--- src/rtl/hazard_stall_controller_if.sv ---
// Hazard/stall controller bus: pipeline hazard flags in, register enables out.
// Handshake: none. Every signal is a level sampled within the same Clk cycle;
// the controller answers combinationally and never waits for an acknowledge.
interface hazard_stall_controller_if #(
  parameter int CNT_W = 32
);
  // ID stage
  logic             ID_Branch;
  logic             BranchTaken;
  logic             ID_UsesRs;
  logic             ID_UsesRt;
  logic [4:0]       IF_ID_rs;
  logic [4:0]       IF_ID_rt;
  // EX stage
  logic             ID_EX_MemRead;
  logic             ID_EX_RegWrite;
  logic             ID_EX_MulDiv;
  logic [4:0]       ID_EX_rd;
  // MEM stage
  logic             EX_MEM_MemRead;
  logic             EX_MEM_MemWrite;
  logic [4:0]       EX_MEM_rd;
  logic             DMemReady;
  // Controls
  logic             PCWrite;
  logic             IF_ID_Write;
  logic             ID_EX_Write;
  logic             EX_MEM_Write;
  logic             IF_ID_Flush;
  logic             ID_EX_Bubble;
  logic             EX_MEM_Bubble;
  logic             MEM_WB_Bubble;
  logic             MulDivBusy;
  logic [CNT_W-1:0] StallCycles;
  logic [CNT_W-1:0] FlushCount;
  // FSM state for checkers: 0 = RUN, 1 = MULDIV
  logic             StateDbg;

  // Pipeline side: drives hazard flags, receives controls
  modport master (
    output ID_Branch, BranchTaken, ID_UsesRs, ID_UsesRt, IF_ID_rs, IF_ID_rt,
           ID_EX_MemRead, ID_EX_RegWrite, ID_EX_MulDiv, ID_EX_rd,
           EX_MEM_MemRead, EX_MEM_MemWrite, EX_MEM_rd, DMemReady,
    input  PCWrite, IF_ID_Write, ID_EX_Write, EX_MEM_Write, IF_ID_Flush,
           ID_EX_Bubble, EX_MEM_Bubble, MEM_WB_Bubble, MulDivBusy,
           StallCycles, FlushCount, StateDbg
  );

  // Controller side
  modport slave (
    input  ID_Branch, BranchTaken, ID_UsesRs, ID_UsesRt, IF_ID_rs, IF_ID_rt,
           ID_EX_MemRead, ID_EX_RegWrite, ID_EX_MulDiv, ID_EX_rd,
           EX_MEM_MemRead, EX_MEM_MemWrite, EX_MEM_rd, DMemReady,
    output PCWrite, IF_ID_Write, ID_EX_Write, EX_MEM_Write, IF_ID_Flush,
           ID_EX_Bubble, EX_MEM_Bubble, MEM_WB_Bubble, MulDivBusy,
           StallCycles, FlushCount, StateDbg
  );
endinterface

--- src/rtl/hazard_stall_controller.sv ---
// Pipeline sequencing controller for the 5-stage MIPS core: memory freeze,
// mul/div EX occupancy, load-use / branch-operand stalls, taken-branch flush,
// plus saturating stall and flush statistics.
module hazard_stall_controller #(
  parameter int MULDIV_LAT = 4,
  parameter int CNT_W      = 32
) (
  input  logic                   Clk,
  input  logic                   Reset,
  hazard_stall_controller_if.slave bus
);

  localparam int CW = (MULDIV_LAT > 2) ? $clog2(MULDIV_LAT) : 1;

  typedef enum logic {RUN = 1'b0, MULDIV = 1'b1} state_t;

  state_t         state, nextState;
  logic [CW-1:0]  cnt, nextCnt;
  logic [CNT_W-1:0] stallCycles, flushCount;

  logic pcWrite, ifIdWrite, idExWrite, exMemWrite;
  logic ifIdFlush, idExBubble, exMemBubble, memWbBubble;
  logic memStall, idHazard;

  // Register r is a live source operand of the ID instruction (r0 never is)
  function automatic logic regMatch(input logic [4:0] r, input logic usesRs,
                                    input logic usesRt, input logic [4:0] rs,
                                    input logic [4:0] rt);
    return (r != 5'd0) && ((usesRs && (r == rs)) || (usesRt && (r == rt)));
  endfunction

  // Hazard terms that forwarding cannot cover
  always_comb begin
    memStall = (bus.EX_MEM_MemRead || bus.EX_MEM_MemWrite) && !bus.DMemReady;
    idHazard = 1'b0;
    if (bus.ID_Branch) begin
      idHazard = (bus.ID_EX_RegWrite &&
                  regMatch(bus.ID_EX_rd, bus.ID_UsesRs, bus.ID_UsesRt,
                           bus.IF_ID_rs, bus.IF_ID_rt)) ||
                 (bus.EX_MEM_MemRead &&
                  regMatch(bus.EX_MEM_rd, bus.ID_UsesRs, bus.ID_UsesRt,
                           bus.IF_ID_rs, bus.IF_ID_rt));
    end else begin
      idHazard = bus.ID_EX_MemRead &&
                 regMatch(bus.ID_EX_rd, bus.ID_UsesRs, bus.ID_UsesRt,
                          bus.IF_ID_rs, bus.IF_ID_rt);
    end
  end

  // Priority-ordered next-state and control decode; Reset forces all zero
  always_comb begin
    nextState   = state;
    nextCnt     = cnt;
    pcWrite     = 1'b0;
    ifIdWrite   = 1'b0;
    idExWrite   = 1'b0;
    exMemWrite  = 1'b0;
    ifIdFlush   = 1'b0;
    idExBubble  = 1'b0;
    exMemBubble = 1'b0;
    memWbBubble = 1'b0;
    if (!Reset) begin
      if (memStall) begin
        // whole pipeline frozen; MEM/WB gets a NOP so WB does not repeat
        memWbBubble = 1'b1;
      end else if (state == RUN && bus.ID_EX_MulDiv) begin
        exMemWrite  = 1'b1;
        exMemBubble = 1'b1;
        nextState   = MULDIV;
        nextCnt     = CW'(MULDIV_LAT - 1);
      end else if (state == MULDIV && cnt > CW'(1)) begin
        exMemWrite  = 1'b1;
        exMemBubble = 1'b1;
        nextCnt     = cnt - CW'(1);
      end else begin
        // RUN without mul/div, or the mul/div exit cycle
        if (state == MULDIV) begin
          nextState = RUN;
          nextCnt   = '0;
        end
        if (idHazard) begin
          idExWrite   = 1'b1;
          idExBubble  = 1'b1;
          exMemWrite  = 1'b1;
        end else begin
          pcWrite    = 1'b1;
          ifIdWrite  = 1'b1;
          idExWrite  = 1'b1;
          exMemWrite = 1'b1;
          ifIdFlush  = bus.ID_Branch && bus.BranchTaken;
        end
      end
    end
  end

  // FSM state and mul/div down-counter
  always_ff @(posedge Clk or posedge Reset) begin
    if (Reset) begin
      state <= RUN;
      cnt   <= '0;
    end else begin
      state <= nextState;
      cnt   <= nextCnt;
    end
  end

  // Saturating statistics counters
  always_ff @(posedge Clk or posedge Reset) begin
    if (Reset) begin
      stallCycles <= '0;
      flushCount  <= '0;
    end else begin
      if (!pcWrite && stallCycles != '1) stallCycles <= stallCycles + CNT_W'(1);
      if (ifIdFlush && flushCount != '1) flushCount <= flushCount + CNT_W'(1);
    end
  end

  assign bus.PCWrite       = pcWrite;
  assign bus.IF_ID_Write   = ifIdWrite;
  assign bus.ID_EX_Write   = idExWrite;
  assign bus.EX_MEM_Write  = exMemWrite;
  assign bus.IF_ID_Flush   = ifIdFlush;
  assign bus.ID_EX_Bubble  = idExBubble;
  assign bus.EX_MEM_Bubble = exMemBubble;
  assign bus.MEM_WB_Bubble = memWbBubble;
  assign bus.MulDivBusy    = (state == MULDIV) && !Reset;
  assign bus.StallCycles   = stallCycles;
  assign bus.FlushCount    = flushCount;
  assign bus.StateDbg      = state;

endmodule

--- src/flat_wrapper.sv ---
// flat-port wrapper written by rule: the top's interface ports become plain ports
module hazard_stall_controller_flat 
#(
  parameter int MULDIV_LAT = 4,
  parameter int CNT_W      = 32
)
  (Clk, Reset, bus_ID_Branch, bus_BranchTaken, bus_ID_UsesRs, bus_ID_UsesRt, bus_IF_ID_rs, bus_IF_ID_rt, bus_ID_EX_MemRead, bus_ID_EX_RegWrite, bus_ID_EX_MulDiv, bus_ID_EX_rd, bus_EX_MEM_MemRead, bus_EX_MEM_MemWrite, bus_EX_MEM_rd, bus_DMemReady, bus_PCWrite, bus_IF_ID_Write, bus_ID_EX_Write, bus_EX_MEM_Write, bus_IF_ID_Flush, bus_ID_EX_Bubble, bus_EX_MEM_Bubble, bus_MEM_WB_Bubble, bus_MulDivBusy, bus_StallCycles, bus_FlushCount, bus_StateDbg);
  hazard_stall_controller_if #(.CNT_W(CNT_W)) bus_i ();
  input  logic Clk;
  input  logic Reset;
  input wire logic [$bits(bus_i.ID_Branch)-1:0] bus_ID_Branch;
  input wire logic [$bits(bus_i.BranchTaken)-1:0] bus_BranchTaken;
  input wire logic [$bits(bus_i.ID_UsesRs)-1:0] bus_ID_UsesRs;
  input wire logic [$bits(bus_i.ID_UsesRt)-1:0] bus_ID_UsesRt;
  input wire logic [$bits(bus_i.IF_ID_rs)-1:0] bus_IF_ID_rs;
  input wire logic [$bits(bus_i.IF_ID_rt)-1:0] bus_IF_ID_rt;
  input wire logic [$bits(bus_i.ID_EX_MemRead)-1:0] bus_ID_EX_MemRead;
  input wire logic [$bits(bus_i.ID_EX_RegWrite)-1:0] bus_ID_EX_RegWrite;
  input wire logic [$bits(bus_i.ID_EX_MulDiv)-1:0] bus_ID_EX_MulDiv;
  input wire logic [$bits(bus_i.ID_EX_rd)-1:0] bus_ID_EX_rd;
  input wire logic [$bits(bus_i.EX_MEM_MemRead)-1:0] bus_EX_MEM_MemRead;
  input wire logic [$bits(bus_i.EX_MEM_MemWrite)-1:0] bus_EX_MEM_MemWrite;
  input wire logic [$bits(bus_i.EX_MEM_rd)-1:0] bus_EX_MEM_rd;
  input wire logic [$bits(bus_i.DMemReady)-1:0] bus_DMemReady;
  output wire logic [$bits(bus_i.PCWrite)-1:0] bus_PCWrite;
  output wire logic [$bits(bus_i.IF_ID_Write)-1:0] bus_IF_ID_Write;
  output wire logic [$bits(bus_i.ID_EX_Write)-1:0] bus_ID_EX_Write;
  output wire logic [$bits(bus_i.EX_MEM_Write)-1:0] bus_EX_MEM_Write;
  output wire logic [$bits(bus_i.IF_ID_Flush)-1:0] bus_IF_ID_Flush;
  output wire logic [$bits(bus_i.ID_EX_Bubble)-1:0] bus_ID_EX_Bubble;
  output wire logic [$bits(bus_i.EX_MEM_Bubble)-1:0] bus_EX_MEM_Bubble;
  output wire logic [$bits(bus_i.MEM_WB_Bubble)-1:0] bus_MEM_WB_Bubble;
  output wire logic [$bits(bus_i.MulDivBusy)-1:0] bus_MulDivBusy;
  output wire logic [$bits(bus_i.StallCycles)-1:0] bus_StallCycles;
  output wire logic [$bits(bus_i.FlushCount)-1:0] bus_FlushCount;
  output wire logic [$bits(bus_i.StateDbg)-1:0] bus_StateDbg;
  assign bus_i.ID_Branch = bus_ID_Branch;
  assign bus_i.BranchTaken = bus_BranchTaken;
  assign bus_i.ID_UsesRs = bus_ID_UsesRs;
  assign bus_i.ID_UsesRt = bus_ID_UsesRt;
  assign bus_i.IF_ID_rs = bus_IF_ID_rs;
  assign bus_i.IF_ID_rt = bus_IF_ID_rt;
  assign bus_i.ID_EX_MemRead = bus_ID_EX_MemRead;
  assign bus_i.ID_EX_RegWrite = bus_ID_EX_RegWrite;
  assign bus_i.ID_EX_MulDiv = bus_ID_EX_MulDiv;
  assign bus_i.ID_EX_rd = bus_ID_EX_rd;
  assign bus_i.EX_MEM_MemRead = bus_EX_MEM_MemRead;
  assign bus_i.EX_MEM_MemWrite = bus_EX_MEM_MemWrite;
  assign bus_i.EX_MEM_rd = bus_EX_MEM_rd;
  assign bus_i.DMemReady = bus_DMemReady;
  assign bus_PCWrite = bus_i.PCWrite;
  assign bus_IF_ID_Write = bus_i.IF_ID_Write;
  assign bus_ID_EX_Write = bus_i.ID_EX_Write;
  assign bus_EX_MEM_Write = bus_i.EX_MEM_Write;
  assign bus_IF_ID_Flush = bus_i.IF_ID_Flush;
  assign bus_ID_EX_Bubble = bus_i.ID_EX_Bubble;
  assign bus_EX_MEM_Bubble = bus_i.EX_MEM_Bubble;
  assign bus_MEM_WB_Bubble = bus_i.MEM_WB_Bubble;
  assign bus_MulDivBusy = bus_i.MulDivBusy;
  assign bus_StallCycles = bus_i.StallCycles;
  assign bus_FlushCount = bus_i.FlushCount;
  assign bus_StateDbg = bus_i.StateDbg;
  hazard_stall_controller #(.MULDIV_LAT(MULDIV_LAT), .CNT_W(CNT_W)) u_core (.Clk(Clk), .Reset(Reset), .bus(bus_i));
endmodule
--- config.mk ---
export PLATFORM = sky130hd
export DESIGN_NAME = hazard_stall_controller_flat
export DESIGN_NICKNAME = d
export VERILOG_FILES = /design/src/rtl/hazard_stall_controller_if.sv /design/src/rtl/hazard_stall_controller.sv /design/src/flat_wrapper.sv
export SDC_FILE = /design/constraint.sdc
export NUM_CORES = 1
export LEC_CHECK = 0
export CAP_MARGIN = 20
export CORE_ASPECT_RATIO = 2
export CORE_UTILIZATION = 45
export DETAILED_ROUTE_END_ITERATION = 7
export PLACE_DENSITY = 0.87
export SLEW_MARGIN = 20
export SYNTH_ARGS = -nofsm -noshare
export SYNTH_HDL_FRONTEND = slang
export SYNTH_SLANG_ARGS = --single-unit
--- constraint.sdc ---
create_clock -name Clk -period 7.75 [get_ports Clk]
set_clock_uncertainty 0.2 [all_clocks]
set_input_delay 1.9375 -clock Clk [delete_from_list [all_inputs] [get_ports Clk]]
set_output_delay 1.9375 -clock Clk [all_outputs]
set_load 0.03 [all_outputs]
==> flow_summary.json <==
{
  "worst_pin_slew_ns": 0.843,
  "rr_worst_depth": 8,
  "drt_first_pass_iters": 4,
  "fillCellCount": 598,
  "grtUsageMet1_pct": 24.9,
  "met3_usage_pct": 5.50,
  "p_per_area_nw_per_um2": 230,
  "status": "finished clean",
  "ys_types": 43,
  "fin_hold_ws_ns": 0.296,
  "tns_ns": 0,
  "cts_resized": 0,
  "drv_slew": 0,
  "yosysWarnings": 0,
  "synth_fa_ha_area_share_pct": 1.04,
  "worstReg2RegEnd": "u_core.bus.FlushCount[1]$_DFFE_PP0P_",
  "setup_violations": 0,
  "critical_path.slowest_cell": "clkdlybuf4s50_1",
  "ys_ff_latch": 67,
  "die_area_sq_um": 8410,
  "slew_headroom_pct": 43.8,
  "gp_congestion": 0.851,
  "grt_use_met2_pct": 42.3,
  "grt_max_degree": 68,
  "nets": 497,
  "area_growth_pct": 39.5,
  "ant_nets": 0,
  "num_vias": 3036,
  "final_cells": 561,
  "cts-root-buf": "clkbuf_16",
  "numCtsBuffers": 9,
  "cp.arrival_ns": 4.37,
  "postRouteWirelength_mm": 9.11,
  "hold_viol_final": 0,
  "mostFrequentLayoutCells": "clkdlybuf4s50_1 (105), dfrtp_1 (67), xnor2_1 (53)",
  "end_kind": "output pin",
  "clockBufferDepth": 2,
  "portBuffers": 105,
  "pin_count": 106,
  "synth_top_family_by_area": "simple AND/OR/NAND/NOR gates",
  "die_h_um": 129,
  "dp_hpwl_mm": 6.74,
  "cts_tree": "done",
  "netlist_instances": 356,
  "rrSetupSlack_ns": 4.97,
  "grt_setup_unrepaired": "no",
  "grt_usage_pct": 23.4,
  "worstPathMaxFanout": 8,
  "clkSinkCount": 67,
  "die_w_um": 65.3,
  "synth_compound_area_share_pct": 2.50,
  "fin_util_pct": 65.8,
  "multi_input_area_sq_um": 1830,
  "setup_ws_ns": 1.24,
  "cts_max_level": 3,
  "netlist_top_cells_area": "dfrtp_1 (46%), xnor2_1 (13%), xor2_1 (6.6%)",
  "grt_pass1_vias": 3185,
  "placed_cells": 545,
  "avgSynthCellArea_sq_um": 10.1,
  "avgRoutedWirePerCell_um": 16.2,
  "start_util_pct": 47.1,
  "startpoint": "bus_EX_MEM_rd[1]",
  "muxShareOfSynthArea_pct": 1.91,
  "period_share_pct": 84.0,
  "synth_top_area_share_pct": 46.4,
  "antenna_found_initial": 0,
  "worstSetupStartpointType": "input port",
  "drt_iter0_markers": 115,
  "cts_setup_buffers": 0,
  "final_common_cell": "clkdlybuf4s50_1",
  "min_period_ns": 6.51,
  "place_area_sq_um": 4730,
  "yosys.area.top_type": "dfrtp_1",
  "final_area_sq_um": 5040,
  "top_usage_layer": "met2",
  "crit_path_frequent_cell": "clkdlybuf4s50_1",
  "critical-path-max-stage-delay_ns": 0.69,
  "core_sq_um": 7660,
  "ir_drop_mv": 0.233,
  "register_area_sq_um": 1680,
  "holdBufCountCts": 0,
  "required_ns": 5.61,
  "path_cells": "clkdlybuf4s50_1 -> or3_1 -> o311a_1 -> a22oi_4 -> nand2_4 -> nor2_1 -> clkdlybuf4s50_1",
  "dp_slack_ns": 1.22,
  "netlist_area_sq_um": 3610,
  "reg2reg_from": "u_core.bus.FlushCount[0]$_DFFE_PP0P_",
  "maxCapViolCount": 0,
  "grt_pass1_wl_mm": 15.1,
  "seq_area_frac_synth_pct": 46.4,
  "critPathKind": "in -> out",
  "leakage_nw": 2.23,
  "hold_class": "reg -> reg",
  "yosys.area_share.simple_pct": 25.6,
  "crit_path_end": "bus_IF_ID_Flush",
  "power_mw": 1.16,
  "grt_overflow_total": 0,
  "rows": 45,
  "drc_errors": 0,
  "syn_nets": 391,
  "insertion_delay_ns": 0.33,
  "drive_gt1_share_pct": 6.85,
  "routed_via_density": 5.41,
  "fmax_mhz": 154,
  "antenna_cells": 0,
  "clk_pin_slew_ns": 0.05,
  "yosys.area_share.xor_xnor_pct": 19.4
}
## synthesized netlist by cell type (all sizes together)
| cell type | n |
|---|---|
| inv | 12 |
| o311a | 1 |
| mux2 | 4 |
| a21oi | 3 |
| nor2b | 2 |
| o22ai | 2 |
| xor2 | 27 |
| mux2i | 2 |
| nor3 | 21 |
| and4 | 4 |
| or3 | 2 |
| nor4 | 6 |
| nor2 | 19 |
| and3 | 19 |
| nor4b | 2 |
| buf | 7 |
| a32oi | 1 |
| o21ai | 3 |
| xnor2 | 53 |
| nand4 | 26 |
| ha | 3 |
| dfrtp | 67 |
| or2 | 1 |
| and2 | 6 |
| nand2b | 1 |
| clkbuf | 4 |
| nand3 | 24 |
| a22oi | 1 |
| and2b | 1 |
| nand2 | 31 |
| o21bai | 1 |
## worst min-delay path by stage
stage                                                start                                endpoint  slack (ns)  cells past startpoint
finish              u_core.bus.StallCycles[28]$_DFFE_PP0P_  u_core.bus.StallCycles[28]$_DFFE_PP0P_        0.30                      1
CTS                 u_core.bus.StallCycles[28]$_DFFE_PP0P_  u_core.bus.StallCycles[28]$_DFFE_PP0P_        0.30                      1
global route        u_core.bus.StallCycles[28]$_DFFE_PP0P_  u_core.bus.StallCycles[28]$_DFFE_PP0P_        0.33                      1
detailed placement  u_core.bus.StallCycles[28]$_DFFE_PP0P_  u_core.bus.StallCycles[28]$_DFFE_PP0P_        0.28                      1
global placement    u_core.bus.StallCycles[17]$_DFFE_PP0P_  u_core.bus.StallCycles[17]$_DFFE_PP0P_        0.28                      1
floorplan                        u_core.cnt[1]$_DFFE_PP0P_               u_core.cnt[1]$_DFFE_PP0P_        0.27                      2
## per-layer routing
| metal | routed length (um) | share of wire (%) |
|---|---|---|
| met1 | 3400 | 37 |
| met2 | 4950 | 54 |
| met3 | 513 | 5.6 |
| met4 | 244 | 2.7 |
| met5 | 0 | 0 |
## report_power, final
group / switching [mW] / total [mW] / internal [mW]
logic: 0.184 / 0.319 / 0.136
registers: 0.0438 / 0.430 / 0.386
clock network: 0.143 / 0.408 / 0.266
## logic make-up (layout without fill, tap and decap cells)
group | count (synthesis) | count (layout)
buf+inv | 23 | 134
simple gates | 165 | 165
flops | 67 | 67
fa+ha+maj | 3 | 3
xor+xnor | 80 | 80
compound gates | 12 | 12
mux | 6 | 6
## registers in the layout, indices dropped and copies added (netlist names)
signal / count
u_core.bus.FlushCount: 32
u_core.bus.StallCycles: 32
u_core.bus.StateDbg: 1
u_core.cnt: 2
## layout make-up
class                      instances  area share, %
clock buffer                      12           5.09
clock inverter                     4          0.969
inverter                          12          0.894
multi-input combinational        266           36.4
sequential                        67           33.3
tap                               94           2.34
timing repair buffer             106           21.0
## critical path: cells and delay by family
family	cells	cell delay [ns]
AOI/OAI and AO/OA	2	0.62
buffers and inverters	2	1.16
and+or+nand+nor	3	0.67
Power figures use the tool's default switching activity.
